<file path="src/rtl/mem_scan_pkg.sv">
// Shared types and default constants for the memory scan sequencer.
package mem_scan_pkg;

    localparam int unsigned ADDR_W_DEF   = 10;
    localparam int unsigned DATA_W_DEF   = 8;
    localparam int unsigned TICK_DIV_DEF = 50_000_000;
    localparam logic [7:0]  FILL_XOR_DEF = 8'h5A;

    typedef enum logic [1:0] {
        S_FILL = 2'd0,
        S_READ = 2'd1,
        S_WAIT = 2'd2,
        S_SHOW = 2'd3
    } state_t;

endpackage

</file>
<file path="src/rtl/mem_scan_ctrl_if.sv">
// RAM port and display path bundle between the scan sequencer and its peripherals.
interface mem_scan_ctrl_if
    import mem_scan_pkg::*;
#(
    parameter int unsigned ADDR_W = ADDR_W_DEF,
    parameter int unsigned DATA_W = DATA_W_DEF
) ();

    logic              mem_we;
    logic [ADDR_W-1:0] mem_addr;
    logic [DATA_W-1:0] mem_di;
    logic [DATA_W-1:0] mem_do;
    logic [ADDR_W-1:0] disp_addr;
    logic [DATA_W-1:0] disp_data;
    logic              disp_valid;

    modport master (
        output mem_we, mem_addr, mem_di,
        input  mem_do,
        output disp_addr, disp_data, disp_valid
    );

    modport slave (
        input  mem_we, mem_addr, mem_di,
        output mem_do,
        input  disp_addr, disp_data, disp_valid
    );

endinterface

</file>
<file path="src/rtl/tick_prescaler.sv">
// Free-running divider: one-cycle tick every TICK_DIV cycles while en is high.
// Cleared whenever en is low, so the first tick lands TICK_DIV cycles after en rises.
module tick_prescaler
    import mem_scan_pkg::*;
#(
    parameter int unsigned TICK_DIV = TICK_DIV_DEF
) (
    input  logic clk,
    input  logic reset,
    input  logic en,
    output logic tick
);

    localparam int unsigned CNT_W = (TICK_DIV > 1) ? $clog2(TICK_DIV) : 1;
    localparam logic [CNT_W-1:0] LAST = CNT_W'(TICK_DIV - 1);

    logic [CNT_W-1:0] count;

    // Count 0..TICK_DIV-1; tick registered off the terminal count.
    always_ff @(posedge clk) begin
        if (reset || !en) begin
            count <= '0;
            tick  <= 1'b0;
        end else begin
            count <= (count == LAST) ? '0 : count + 1'b1;
            tick  <= (count == LAST);
        end
    end

endmodule

</file>
<file path="src/rtl/mem_scan_ctrl.sv">
// Memory scan sequencer: fills the RAM with addr ^ FILL_XOR after reset, then
// reads one address per advance (step pulse or prescaler tick) for display.
// Build option: define MEM_SCAN_VERIFY_EN to check each read byte against the
// fill pattern and raise a sticky err; otherwise err is held at 0.
module mem_scan_ctrl
    import mem_scan_pkg::*;
#(
    parameter int unsigned       ADDR_W   = ADDR_W_DEF,
    parameter int unsigned       DATA_W   = DATA_W_DEF,
    parameter int unsigned       TICK_DIV = TICK_DIV_DEF,
    parameter logic [DATA_W-1:0] FILL_XOR = DATA_W'(FILL_XOR_DEF)
) (
    input  logic            clk,
    input  logic            reset,
    input  logic            run,
    input  logic            step,
    mem_scan_ctrl_if.master bus,
    output logic            busy,
    output logic            err
);

    localparam int unsigned CNT_W = ADDR_W + 1;

    state_t            state, state_n;
    logic [CNT_W-1:0]  cnt, cnt_n;
    logic [ADDR_W-1:0] addr, addr_n;
    logic              mem_we_n;
    logic [ADDR_W-1:0] mem_addr_n;
    logic [DATA_W-1:0] mem_di_n;
    logic [ADDR_W-1:0] disp_addr_n;
    logic [DATA_W-1:0] disp_data_n;
    logic              disp_valid_n;
    logic              busy_n;
    logic              err_n;
    logic              tick;
    logic              presc_en_c;
    logic              advance_c;

    // Dwell timer only runs while a byte is on display, giving each byte a full period.
    assign presc_en_c = run && (state == S_SHOW);
    assign advance_c  = (state == S_SHOW) && (step || (run && tick));

    tick_prescaler #(
        .TICK_DIV (TICK_DIV)
    ) u_prescaler (
        .clk   (clk),
        .reset (reset),
        .en    (presc_en_c),
        .tick  (tick)
    );

    // Next-state and next-output logic.
    always_comb begin
        state_n      = state;
        cnt_n        = cnt;
        addr_n       = addr;
        mem_we_n     = 1'b0;
        mem_addr_n   = bus.mem_addr;
        mem_di_n     = bus.mem_di;
        disp_addr_n  = bus.disp_addr;
        disp_data_n  = bus.disp_data;
        disp_valid_n = bus.disp_valid;
        busy_n       = busy;
`ifdef MEM_SCAN_VERIFY_EN
        err_n        = err;
`else
        err_n        = 1'b0;
`endif
        case (state)
            S_FILL: begin
                busy_n = 1'b1;
                if (!cnt[ADDR_W]) begin
                    mem_we_n   = 1'b1;
                    mem_addr_n = cnt[ADDR_W-1:0];
                    mem_di_n   = DATA_W'(cnt[ADDR_W-1:0]) ^ FILL_XOR;
                    cnt_n      = cnt + 1'b1;
                end else begin
                    mem_addr_n = '0;
                    addr_n     = '0;
                    state_n    = S_READ;
                end
            end
            S_READ: begin
                state_n = S_WAIT;
            end
            S_WAIT: begin
                // RAM output is valid now; capture on the edge into SHOW.
                disp_data_n  = bus.mem_do;
                disp_addr_n  = addr;
                disp_valid_n = 1'b1;
                busy_n       = 1'b0;
`ifdef MEM_SCAN_VERIFY_EN
                if (bus.mem_do != (DATA_W'(addr) ^ FILL_XOR)) begin
                    err_n = 1'b1;
                end
`endif
                state_n = S_SHOW;
            end
            S_SHOW: begin
                if (advance_c) begin
                    addr_n     = addr + 1'b1;
                    mem_addr_n = addr + 1'b1;
                    busy_n     = 1'b1;
                    state_n    = S_READ;
                end
            end
            default: begin
                state_n = S_FILL;
            end
        endcase
    end

    // State and output registers.
    always_ff @(posedge clk) begin
        if (reset) begin
            state          <= S_FILL;
            cnt            <= '0;
            addr           <= '0;
            bus.mem_we     <= 1'b0;
            bus.mem_addr   <= '0;
            bus.mem_di     <= '0;
            bus.disp_addr  <= '0;
            bus.disp_data  <= '0;
            bus.disp_valid <= 1'b0;
            busy           <= 1'b1;
            err            <= 1'b0;
        end else begin
            state          <= state_n;
            cnt            <= cnt_n;
            addr           <= addr_n;
            bus.mem_we     <= mem_we_n;
            bus.mem_addr   <= mem_addr_n;
            bus.mem_di     <= mem_di_n;
            bus.disp_addr  <= disp_addr_n;
            bus.disp_data  <= disp_data_n;
            bus.disp_valid <= disp_valid_n;
            busy           <= busy_n;
            err            <= err_n;
        end
    end

endmodule

</file>
<file path="src/flat_wrapper.sv">
// flat-port wrapper written by rule: the top's interface ports become plain ports
module mem_scan_ctrl_flat import mem_scan_pkg::*;
#(
    parameter int unsigned       ADDR_W   = ADDR_W_DEF,
    parameter int unsigned       DATA_W   = DATA_W_DEF,
    parameter int unsigned       TICK_DIV = TICK_DIV_DEF,
    parameter logic [DATA_W-1:0] FILL_XOR = DATA_W'(FILL_XOR_DEF)
)
  (clk, reset, run, step, busy, err, bus_mem_we, bus_mem_addr, bus_mem_di, bus_mem_do, bus_disp_addr, bus_disp_data, bus_disp_valid);
  mem_scan_ctrl_if #(.ADDR_W(ADDR_W), .DATA_W(DATA_W)) bus_i ();
  input  logic clk;
  input  logic reset;
  input  logic run;
  input  logic step;
  output logic busy;
  output logic err;
  output wire logic [$bits(bus_i.mem_we)-1:0] bus_mem_we;
  output wire logic [$bits(bus_i.mem_addr)-1:0] bus_mem_addr;
  output wire logic [$bits(bus_i.mem_di)-1:0] bus_mem_di;
  input wire logic [$bits(bus_i.mem_do)-1:0] bus_mem_do;
  output wire logic [$bits(bus_i.disp_addr)-1:0] bus_disp_addr;
  output wire logic [$bits(bus_i.disp_data)-1:0] bus_disp_data;
  output wire logic [$bits(bus_i.disp_valid)-1:0] bus_disp_valid;
  assign bus_mem_we = bus_i.mem_we;
  assign bus_mem_addr = bus_i.mem_addr;
  assign bus_mem_di = bus_i.mem_di;
  assign bus_i.mem_do = bus_mem_do;
  assign bus_disp_addr = bus_i.disp_addr;
  assign bus_disp_data = bus_i.disp_data;
  assign bus_disp_valid = bus_i.disp_valid;
  mem_scan_ctrl #(.ADDR_W(ADDR_W), .DATA_W(DATA_W), .TICK_DIV(TICK_DIV), .FILL_XOR(FILL_XOR)) u_core (.clk(clk), .reset(reset), .run(run), .step(step), .bus(bus_i), .busy(busy), .err(err));
endmodule
</file>
<file path="config.mk">
export PLATFORM = sky130hd
export DESIGN_NAME = mem_scan_ctrl_flat
export DESIGN_NICKNAME = d
export VERILOG_FILES = /design/src/rtl/mem_scan_pkg.sv /design/src/rtl/mem_scan_ctrl_if.sv /design/src/rtl/tick_prescaler.sv /design/src/rtl/mem_scan_ctrl.sv /design/src/flat_wrapper.sv
export SDC_FILE = /design/constraint.sdc
export NUM_CORES = 1
export LEC_CHECK = 0
export ABC_CLOCK_PERIOD_IN_PS = 4250
export CAP_MARGIN = 25
export CORE_ASPECT_RATIO = 0.6
export CORE_MARGIN = 2
export CORE_UTILIZATION = 49
export CTS_CLUSTER_SIZE = 24
export DETAILED_ROUTE_END_ITERATION = 8
export GPL_TIMING_DRIVEN = 0
export PLACE_DENSITY_LB_ADDON = 0.2
export SYNTH_ARGS = -nofsm -noshare
export SYNTH_HDL_FRONTEND = slang
export SYNTH_SLANG_ARGS = --single-unit
export TNS_END_PERCENT = 10
</file>
<file path="constraint.sdc">
create_clock -name clk -period 4.25 [get_ports clk]
set_clock_uncertainty 0.15 [all_clocks]
set_input_delay 0.425 -clock clk [delete_from_list [all_inputs] [get_ports clk]]
set_output_delay 0.425 -clock clk [all_outputs]
set_load 0.01 [all_outputs]
</file>
; After elaboration in Yosys (flattened, before gate mapping)
; Index checks and enable logic that the tools add are counted.
[totals]
reg_bits = 89
out_inout_bits = 40
word_cells = 53
[op_classes]
n_addsub = 3
n_eq_ne = 6
muxes = 12
bitwise = 3
reduce_logical = 16
[op_table]
columns = op, n
row1 = case mux 10 bit (2 select lines), 2
row2 = 2-to-1 mux 10 bit, 3
row3 = "adder 26 x 1 -> 26 bit, second input constant", 1
row4 = "== test 26 bit, second input constant", 1
row5 = "adder 11 x 1 -> 11 bit, second input constant", 1
row6 = 2-to-1 mux 11 bit, 1
row7 = "adder 10 x 1 -> 10 bit, second input constant", 1
row8 = case mux 2 bit (4 select lines), 1
row9 = AND reduction 2 bit, 4
row10 = "== test 2 bit, second input constant", 2
row11 = 2-to-1 mux 2 bit, 2
row12 = "inequality test 2 x 1 -> 1 bit, second input constant", 2
row13 = inverter 4 bit, 1
row14 = OR reduction 2 bit, 2
row15 = logical AND 1 bit, 3
row16 = case mux 1 bit (3 select lines), 1
row17 = AND reduction 3 bit, 1
row18 = nonzero test 3 bit, 1
row19 = "== test 2 x 1 -> 1 bit, second input constant", 1
row20 = zero test 2 bit, 1
row21 = logical OR 1 bit, 2
row22 = 2-to-1 mux 1 bit, 2
row23 = inverter 1 bit, 2
row24 = nonzero test 2 bit, 1
row25 = zero test 1 bit, 1

; Longest topological paths before layout
; Gate-level depths: netlist of the first run.
[depth]
depth_word = 5
mapped_depth = 7
ltp_nobuf = 6

; Cells and area by module
; From an unflattened synthesis of the first run, not the netlist that was laid out.
[hier_totals]
hier_cells = 452
area_unflattened_um2 = 3946.3
[modules_own_cells]
columns = mod, instances, cells_each, area_per_inst_um2, seq_area_each_um2
row1 = mem_scan_ctrl, 1, 307, 2660.1, 1241.2
row2 = tick_prescaler, 1, 145, 1286.2, 540.5

; Worst setup path after synthesis of the first run
; No wires, ideal clock.
[synth_timing]
path_kind = flip-flop to flip-flop
from = register u_core.state[0]
to = register u_core.addr[7]
setup_ps = 131
arrival_ps = 1601
t_required_ps = 3969
setup_slack_ps = 2368
path_stages_with_launch = 7
n_path_buf = 1
cell_sequence = dfxtp_1 > ha_1 > buf_2 > nor2b_1 > a211oi_1 > or3_1 > o31ai_1
[synth_via]
elab_chain_cells = 4
elab_cells_between_ends = 8
cone_classes = eq/ne: 3 / mux: 1 / reduce/logical: 4
[synth_lines]
columns = element, line
row1 = "start, declared", mem_scan_ctrl.sv:24  ; state_t state, state_n;
row2 = "start signal, assigned", mem_scan_ctrl.sv:128  ; state <= state_n;
row3 = == test 2 bit, "mem_scan_ctrl.sv:41, mem_scan_ctrl.sv:69"
row4 = logical AND 1 bit, mem_scan_ctrl.sv:41  ; assign advance_c = (state == S_SHOW) && (step || (run && tick));
row5 = inequality test 2 x 1 -> 1 bit (no source line), -
row6 = AND reduction 3 bit (no source line), -
row7 = "end signal, assigned", mem_scan_ctrl.sv:130  ; addr <= addr_n;
row8 = "end, declared", mem_scan_ctrl.sv:26  ; logic [ADDR_W-1:0] addr, addr_n;
; Parallel ways exist; a longest one is shown, timed or not.
; A chain may end at the register's enable or synchronous reset.

; Final worst setup path of the first run
[layout_timing]
from = register u_core.state[0]
to = register u_core.addr[8]
; Same word-level chain as after synthesis.

==> reports/qor.txt, run 1 <==
critical path class: reg -> reg
post-route ant nets: 0
Fmax: 418 MHz
ys flop type: dfxtp_1
cts repair resizes: 0
Slew HR: 45.7%
post-synthesis sequential area ratio: 45.4%
dpl cells: 600
worst r2r src: u_core.state[0]
drt drc: 0
DR pass1 iterations: 5
worst-case vdd ir drop: 0.000288 V
Vias/cell: 5.61
FF+latch area: 0.00178 mm^2
unrepaired setup endpoints after global routing: no
die area: 0.00876 mm^2
CTS tree: done
Async SR Flop Fraction: 0%
Slew @ Worst Pin: 0.814 ns
Power Total: 2.25 mW
status: complete, no violations
setup_tns: 0 ns
layout cells sized above 1: 6.68%
Clock Sinks: 89
nets: 523
wirelength, routed: 9700 um
met1 Resource Use GR: 33.5%
vias in the first global route: 3083
first-pass GRT wire length: 15300 um
Unique masters post-synth: 47
synth cell count leaders: dfxtp_1 (89), nor2_1 (66), nand2_1 (36)
Worst Path Arrival: 2.50 ns
starting density of the core: 50.1%
H-tree levels: 3
die width: 119 um
GRT busiest layer: met1
fin cells: 617
placed instance area: 0.00456 mm^2
synth warn: 0
CP max-delay cell: clkbuf_1
Syn Area/Cell: 8.87 um^2
synth top area cells: dfxtp_1 (45%), nor2_1 (6.3%), mux2i_1 (4.9%)
Multi-input gate area: 0.00199 mm^2
clock buffer depth: 2
Post-CTS Hold Buffers: 0
worst-path cell chain: ha_1, buf_2, nor2b_1, a211o_1, clkbuf_1, o21ai_0, a21oi_1
reg-to-reg slack, setup: 1.86 ns
gr usage total: 22.6%
Critical Path Source: u_core.state[0]
Rows: 25
Mapped Area: 0.00392 mm^2
fin area: 0.00488 mm^2
Slew Viols, Final: 0
# setup viols final: 0
post-layout min period: 2.39 ns
total grt overflow: 0
worst path required time: 4.36 ns
HP Class: reg -> reg
post-DP HPWL: 7150 um
I/O Buffers: 50
R2R Path End: u_core.addr[8]
Worst setup endpoint: u_core.addr[8]
DR iter-0 viols: 280
total CTS buffers: 9
Critical Path Max Stage Delay: 0.42 ns
CP max FO: 10
Reg2Reg Depth: 7
post-synthesis net count: 461
core area: 0.00782 mm^2
Worst-Skew Late Latency: 0.34 ns
I/O Pins: 52
Setup crit end kind: flop
fillers: 680
RD Place Congestion: 0.884
final hold viol count: 0
Final Cycle Share: 56.3%
grt met3 use: 7.61%
setup bufs post-CTS: 0
Area Growth Syn to Fin: 24.4%
CP Launch Type: flop
ANT cells: 0
Pwr Density: 460 mW/mm^2
Leakage Power: 1.67 nW
max-cap viol count: 0
cell taking the most area after synthesis: dfxtp_1
Synth Instances: 442
Synth top area share: 45.4%
CTS clk-pin slew, worst paths: 0.06 ns
initial antenna violation count: 0
count leader, synth: dfxtp_1
total vias in the final route: 3464
largest net degree at the start of global routing: 15
register bit total from synthesis: 89
wire per inst: 15.7 um
Post-synth EDFFs: 0
Root Buffer: clkbuf_16
met2 GRT Util: 31.0%
Die Y: 73.3 um
[registers in the layout (all words and copies together) (netlist names)]
| signal | flops |
|---|---|
| u_core.u_prescaler.count | 26 |
| u_core.cnt | 11 |
| u_core.addr | 10 |
| u_core.bus.disp_addr | 10 |
| u_core.bus.mem_addr | 10 |
| u_core.bus.disp_data | 8 |
| u_core.bus.mem_di | 8 |
| u_core.state | 2 |
| u_core.bus.disp_valid | 1 |
| u_core.bus.mem_we | 1 |
| u_core.busy | 1 |
| u_core.u_prescaler.tick | 1 |
[cells in the final DEF, fill, tap and decap left out, types with 8 or more instances in the layout]
cell type and n:
dfxtp_1 89, nor2_1 66, clkdlybuf4s50_1 50, nand2_1 36, a21oi_1 35, mux2i_1 19
clkbuf_1 18, nand3_1 18, xor2_1 16, o31ai_1 14, o21ai_0 11, or4_1 11
clkbuf_16 9, inv_1 8, nand4_1 8
[worst max-delay path, delay by kind of cell, from the launching register on]
kind | cells | cell delay (ns)
AO/OA/AOI/OAI | 3 | 0.61
flip-flops | 1 | 0.38
buffers and inverters | 2 | 0.64
adder cells (fa/ha/maj) | 1 | 0.16
AND/OR/NAND/NOR | 1 | 0.37
[metrics by stage]
step / hold WS [ns] / setup WS (ns) / utilization (%)
2_1_floorplan: 0.263 / 2.37 / -
3_3_place_gp: 0.272 / 1.61 / 58.3
3_5_place_dp: 0.289 / 1.58 / 58.3
4_1_cts: 0.300 / 1.79 / 62.3
5_1_grt: 0.329 / 1.74 / 62.4
6_report: 0.295 / 1.86 / 62.4
[area by class of cell]
type	count	share of cell area (%)
plain buffers	26	2.39
flip-flops and latches	89	36.5
inverters	8	0.616
multi-input cells	319	40.9
repair buffers	51	10.4
well taps	108	2.77
clock inverters	4	1.03
clock buffers	12	5.46
[cells by family after synthesis]
group | share of synthesized area [%]
mux | 5.42
other cells | 0.0956
buf+inv | 3.73
xor+xnor | 4.69
fa+ha+maj | 2.23
flops | 45.4
simple gates | 24.9
compound gates | 13.5
[power breakdown]
group	internal [mW]	total (mW)	switching, mW
sequential	0.905	0.957	0.0512
combinational	0.202	0.466	0.264
clock	0.502	0.823	0.321
[worst min-delay path by stage]
stage | startpoint | endpoint | slack (ns) | depth (start not counted)
6_report | u_core.u_prescaler.count[0] | u_core.u_prescaler.count[0] | 0.30 | 1
5_1_grt | u_core.u_prescaler.count[0] | u_core.u_prescaler.count[0] | 0.33 | 1
3_3_place_gp | u_core.u_prescaler.count[0] | u_core.u_prescaler.count[0] | 0.27 | 1
2_1_floorplan | u_core.u_prescaler.count[0] | u_core.u_prescaler.count[0] | 0.26 | 1
3_5_place_dp | u_core.u_prescaler.count[0] | u_core.u_prescaler.count[0] | 0.29 | 1
4_1_cts | u_core.u_prescaler.count[0] | u_core.u_prescaler.count[0] | 0.30 | 1
[metal layers]
| metal | up-vias | part of all wire [%] |
|---|---|---|
| met2 | 115 | 39 |
| met5 | - | 0 |
| met3 | 18 | 8.3 |
| met1 | 1637 | 51 |
| li1 | 1694 | - |
| met4 | 0 | 1.4 |
Power figures use the tool's default switching activity.
==> run 2, diff against run 1 <==
- ABC_CLOCK_PERIOD_IN_PS: 4250 -> 2200
- clock period: 4.25 -> 2.2 ns (I/O delays scaled with it)
==> run 2 against run 1 <==
Clock-buffer cell count unchanged. Sequential cell count unchanged. Sequential share of layout area down 0.065 points. First-iteration DRC count up 12%. Setup slack worse by 1.8 ns. Combinational power up 93%. Cell area up 0.18%. Hold slack better by 0.0010 ns. Highest routed layer unchanged.
==> reports/qor.txt, run 2 (same netlist as run 1, synthesis figures left out) <==
starting density of the core: 50.1% (unchanged)
Reg with most FFs: u_core.u_prescaler.count (unchanged)
NetSw: 1.23 mW (was 0.637 mW)
post-DP HPWL: 7150 um (unchanged)
Seq pwr share: 42.6% (about the same)
CTS tree: done (unchanged)
CTS clk-pin slew, worst paths: 0.06 ns (about the same)
Setup crit end kind: flop (unchanged)
Final Cycle Share: 98.2% (was 56.3%)
placed instance area: 0.00456 mm^2 (unchanged)
Area Growth Syn to Fin: 24.6% (was 24.4%)
CP max FO: 10 (unchanged)
status: complete, no violations (unchanged)
critical path class: reg -> reg (unchanged)
drt drc: 0 (unchanged)
Worst-Skew Late Latency: 0.34 ns (about the same)
Worst Path Arrival: 2.27 ns (was 2.50 ns)
post-route ant nets: 0 (unchanged)
fin area: 0.00489 mm^2 (was 0.00488 mm^2)
wirelength, routed: 9760 um (was 9700 um)
I/O Pins: 52 (unchanged)
Root Buffer: clkbuf_16 (unchanged)
Vias/cell: 5.67 (was 5.61)
Largest regs: u_core.u_prescaler.count x26, u_core.cnt x11 (unchanged)
max FFs per register: 26 (unchanged)
internal power: 3.11 mW (was 1.61 mW)
sw frac: 28.3% (about the same)
Slew Viols, Final: 0 (unchanged)
Rows: 25 (unchanged)
largest net degree at the start of global routing: 15 (unchanged)
DR pass1 iterations: 5 (unchanged)
DR iter-0 viols: 313 (was 280)
layout cells sized above 1: 7.69% (was 6.68%)
reg-to-reg slack, setup: 0.04 ns (was 1.86 ns)
die area: 0.00876 mm^2 (unchanged)
first-pass GRT wire length: 15300 um (about the same)
I/O Buffers: 50 (unchanged)
worst r2r src: u_core.state[0] (unchanged)
Clk pwr share: 36.7% (about the same)
Slew @ Worst Pin: 0.818 ns (was 0.814 ns)
wire per inst: 15.9 um (was 15.7 um)
Critical Path Source: u_core.state[0] (unchanged)
Slew HR: 45.5% (was 45.7%)
Die Y: 73.3 um (unchanged)
commonest non-fill, non-tap cell in the layout: dfxtp_1 (unchanged)
total vias in the final route: 3488 (was 3464)
H-tree levels: 3 (unchanged)
die width: 119 um (unchanged)
Post-CTS Hold Buffers: 0 (unchanged)
HP Start: u_core.u_prescaler.count[0] (unchanged)
Clock Sinks: 89 (unchanged)
gr usage total: 22.6% (about the same)
ANT cells: 0 (unchanged)
post-layout min period: 2.16 ns (was 2.39 ns)
core area: 0.00782 mm^2 (unchanged)
final hold viol count: 0 (unchanged)
max-cap viol count: 0 (unchanged)
Pwr Density: 888 mW/mm^2 (was 460 mW/mm^2)
total CTS buffers: 9 (unchanged)
initial antenna violation count: 0 (unchanged)
CP Launch Type: flop (unchanged)
vias in the first global route: 3085 (was 3083)
worst-case vdd ir drop: 0.000521 V (was 0.000288 V)
nets: 521 (was 523)
Fmax: 463 MHz (was 418 MHz)
total grt overflow: 0 (unchanged)
fillers: 681 (was 680)
Logic pwr share: 20.7% (was 20.8%)
final core occ: 62.5% (was 62.4%)
# setup viols final: 0 (unchanged)
worst path required time: 2.31 ns (was 4.36 ns)
HP Class: reg -> reg (unchanged)
Leakage Power: 1.67 nW (about the same)
RD Place Congestion: 0.884 (unchanged)
clock buffer depth: 2 (unchanged)
highest-count cells in the layout ignoring fill and taps: dfxtp_1 (89), nor2_1 (66), clkdlybuf4s50_1 (50), nand2_1 (36), a21oi_1 (35) (unchanged)
run 2: critical path: stages (launching register included):
cell      delay [ns]
dfxtp_1         0.34
ha_1            0.20
buf_2           0.18
nor2b_2         0.21
a211oi_2        0.60
nand4b_1        0.18
a21oi_1         0.20
run 2: stage by stage:
stage | power (mW) | setup WS, ns | hold slack (ns) | setup TNS (ns) | std cells
floorplan | 2.37 | 0.318 | 0.218 | 0 | 442
CTS | 4.35 | 0.0285 | 0.300 | 0 | 615
global route | 4.53 | -0.00936 | 0.329 | -0.0105 | 615
global placement | 2.74 | -0.240 | 0.272 | -1.78 | 600
detailed placement | 2.76 | -0.267 | 0.289 | -1.97 | 600
finish | 4.34 | 0.0407 | 0.296 | 0 | 615
run 2: layout make-up:
| cell class | instances | area (um^2) | share of cell area [%] |
|---|---|---|---|
| repair buffers | 50 | 500 | 10.2 |
| clock inverters | 4 | 50.0 | 1.02 |
| clock buffers | 12 | 267 | 5.45 |
| plain buffers | 25 | 115 | 2.36 |
| multi-input cells | 319 | 2010 | 41.1 |
| flip-flops and latches | 89 | 1780 | 36.5 |
| inverters | 8 | 30.0 | 0.614 |
| well taps | 108 | 135 | 2.76 |
run 2: per-layer routing:
metal  vias up  part of all wire, %  GRT usage [%]
li1       1687                    -              -
met4         0                  1.0           6.41
met1      1658                   50           33.3
met5         -                    0              0
met3         9                  8.5           7.92
met2       134                   40           31.0
run 2: final timing paths:
kind,endpoint,cells after the start
setup reg to reg,u_core.addr[8],6
hold / removal,u_core.u_prescaler.count[0],1
setup / recovery,u_core.addr[8],6
hold reg to reg,u_core.u_prescaler.count[0],1
run 2: repair_timing:
| action | CTS | global route |
|---|---|---|
| gates resized for setup | 1 | 7 |
| setup buffers | 0 | 0 |
| setup endpoints to repair | 8 | 22 |
run 2: power by group through the flow:
stage,logic [mW],clock network [mW],registers [mW]
2_1_floorplan,0.458,0,1.91
3_3_place_gp,0.865,0,1.87
3_5_place_dp,0.881,0,1.88
4_1_cts,0.886,1.62,1.85
5_1_grt,0.987,1.68,1.86
6_report,0.898,1.59,1.85
==> run 3, diff against run 2 <==
- CELL_PAD_IN_SITES_DETAIL_PLACEMENT: unset -> 1
- CELL_PAD_IN_SITES_GLOBAL_PLACEMENT: unset -> 1
- CORE_UTILIZATION: 49 -> 43
- DONT_BUFFER_PORTS: unset -> 1
==> run 3 against run 2 <==
Sequential cell count is the same. Critical path depth is 2 lower. Setup slack gained 0.055 ns. Highest routed layer unchanged.
==> reports/qor.txt, run 3 (same netlist as run 1, synthesis figures left out) <==
Setup crit end kind: flop (unchanged)
post-route ant nets: 0 (unchanged)
Clock Sinks: 89 (unchanged)
starting density of the core: 45.1% (was 50.1%)
Largest regs: u_core.u_prescaler.count x26, u_core.cnt x11 (unchanged)
worst r2r src: u_core.addr[4] (was u_core.state[0])
gr usage total: 23.4% (was 22.6%)
drt drc: 0 (unchanged)
Clk pwr share: 38.5% (was 36.7%)
Root Buffer: clkbuf_16 (unchanged)
status: complete, no violations (unchanged)
worst path required time: 2.30 ns (was 2.31 ns)
HP Class: in -> reg (was reg -> reg)
Reg2Reg Depth: 4 (was 6)
CP Launch Type: flop (unchanged)
Slew @ Worst Pin: 0.900 ns (was 0.818 ns)
M1 wire length: 5780 um (was 4910 um)
RD Place Congestion: 0.851 (was 0.884)
nets: 482 (was 521)
Final Cycle Share: 95.7% (was 98.2%)
Hold Crit Endpoint: u_core.u_prescaler.count[19] (was u_core.u_prescaler.count[0])
max FFs per register: 26 (unchanged)
Pwr Density: 932 mW/mm^2 (was 888 mW/mm^2)
commonest non-fill, non-tap cell in the layout: dfxtp_1 (unchanged)
Area Growth Syn to Fin: 15.4% (was 24.6%)
die area: 0.00992 mm^2 (was 0.00876 mm^2)
Fmax: 475 MHz (was 463 MHz)
WL met2: 4830 um (was 3920 um)
WHS: 0.00463 ns (was 0.296 ns)
highest-count cells in the layout ignoring fill and taps: dfxtp_1 (89), nor2_1 (66), nand2_1 (36), a21oi_1 (35), mux2i_1 (19) (was dfxtp_1 (89), nor2_1 (66), clkdlybuf4s50_1 (50), nand2_1 (36), a21oi_1 (35))
placed instance area: 0.00406 mm^2 (was 0.00456 mm^2)
Worst Path Arrival: 2.20 ns (was 2.27 ns)
CP max FO: 6 (was 10)
ANT cells: 0 (unchanged)
Leakage Power: 1.55 nW (was 1.67 nW)
internal power: 2.97 mW (was 3.11 mW)
clock buffer depth: 2 (unchanged)
worst-case vdd ir drop: 0.000585 V (was 0.000521 V)
Multi-input gate area: 0.00204 mm^2 (was 0.00201 mm^2)
total vias in the final route: 3390 (was 3488)
# setup viols final: 0 (unchanged)
Slew HR: 40.0% (was 45.5%)
Rows: 26 (was 25)
final core occ: 52.1% (was 62.5%)
first-pass GRT wire length: 18000 um (was 15300 um)
NetSw: 1.25 mW (was 1.23 mW)
DR iter-0 viols: 223 (was 313)
total grt overflow: 0 (unchanged)
HP Start: reset (was u_core.u_prescaler.count[0])
unrepaired setup endpoints after global routing: yes
Die Y: 78.0 um (was 73.3 um)
Power Total: 4.22 mW (was 4.34 mW)
vias in the first global route: 3387 (was 3085)
max-cap viol count: 0 (unchanged)
wire per inst: 19.9 um (was 15.9 um)
total CTS buffers: 9 (unchanged)
dpl cells: 554 (was 600)
critical path class: reg -> reg (unchanged)
CTS tree: done (unchanged)
Seq pwr share: 45.4% (was 42.6%)
Worst-Skew Late Latency: 0.34 ns (about the same)
reg-to-reg slack, setup: 0.1 ns (was 0.04 ns)
Highest Signal Layer: met4 (unchanged)
DP Worst Slack: -0.239 ns (was -0.267 ns)
fillers: 1000 (was 681)
FF+latch area: 0.00178 mm^2 (unchanged)
layout cells sized above 1: 8.55% (was 7.69%)
DR WL met3: 754 um (was 833 um)
CTS clk-pin slew, worst paths: 0.06 ns (about the same)
Reg with most FFs: u_core.u_prescaler.count (unchanged)
largest net degree at the start of global routing: 15 (unchanged)
I/O Buffers: 0 (was 50)
core area: 0.00869 mm^2 (was 0.00782 mm^2)
I/O Pins: 52 (unchanged)
post-layout min period: 2.10 ns (was 2.16 ns)
setup_tns: 0 ns (unchanged)
die width: 127 um (was 119 um)
Logic pwr share: 16.1% (was 20.7%)
R2R Path End: u_core.bus.mem_addr[9] (was u_core.addr[8])
Hold Path Depth: 3 (was 1)
initial antenna violation count: 0 (unchanged)
Slew Viols, Final: 0 (unchanged)
final worst slack: 0.0957 ns (was 0.0407 ns)
final hold viol count: 0 (unchanged)
fin area: 0.00452 mm^2 (was 0.00489 mm^2)
fin cells: 580 (was 615)
H-tree levels: 3 (unchanged)
setup bufs post-CTS: 0 (unchanged)
DR pass1 iterations: 4 (was 5)
Vias/cell: 5.84 (was 5.67)
wirelength, routed: 11500 um (was 9760 um)
post-DP HPWL: 8220 um (was 7150 um)
sw frac: 29.6% (was 28.3%)
run 3: cell types whose count changed in the layout (fill, tap and decap cells not counted), moves of 2 or more:
cell             before  now
clkbuf_8              3    0
clkdlybuf4s50_1      50    0
clkinv_2              1    3
dlygate4sd3_1         0   10
run 3: worst max-delay path by stage:
stage	startpoint	endpoint	slack, ns
after floorplan	u_core.state[0]	u_core.addr[7]	0.32
after global placement	u_core.state[0]	u_core.addr[9]	-0.18
after CTS	u_core.state[1]	u_core.addr[8]	-0.02
final	u_core.addr[4]	u_core.bus.mem_addr[9]	0.1
after detailed placement	u_core.state[0]	u_core.addr[8]	-0.24
after global routing	u_core.u_prescaler.count[12]	u_core.u_prescaler.count[16]	-0.02
run 3: per-layer routing:
layer | vias up | global-route usage, %
li1 | 1607 | -
met1 | 1670 | 34.5
met2 | 97 | 33.6
met3 | 16 | 5.59
met4 | 0 | 6.92
met5 | - | 0
run 3: cell type report:
class | count | area share [%]
Inverter | 8 | 0.664
Sequential cell | 89 | 39.4
Buffer | 26 | 2.65
Multi-Input combinational cell | 319 | 45.1
Tap cell | 112 | 3.10
Clock inverter | 6 | 1.83
Clock buffer | 10 | 5.06
Timing Repair Buffer | 10 | 2.21
run 3: worst max-delay path, cell delays in order (launching register included):
cell,delay [ns]
dfxtp_1,0.48
nand4_1,0.36
nor4_4,0.39
mux2_2,0.39
a311oi_1,0.24
run 3: repair_timing:
item,CTS,global route
gates resized for setup,4,9
hold buffers,10,0
setup endpoints to repair,11,44
endpoints found under the hold margin,10,0
run 3: power by group through the flow:
stage               Clock (mW)  Sequential, mW  Combinational (mW)
global placement             0            1.95               0.601
finish                    1.63            1.91               0.678
CTS                       1.65            1.92               0.658
detailed placement           0            1.95               0.621
global route              1.71            1.93               0.755
floorplan                    0            1.91               0.458
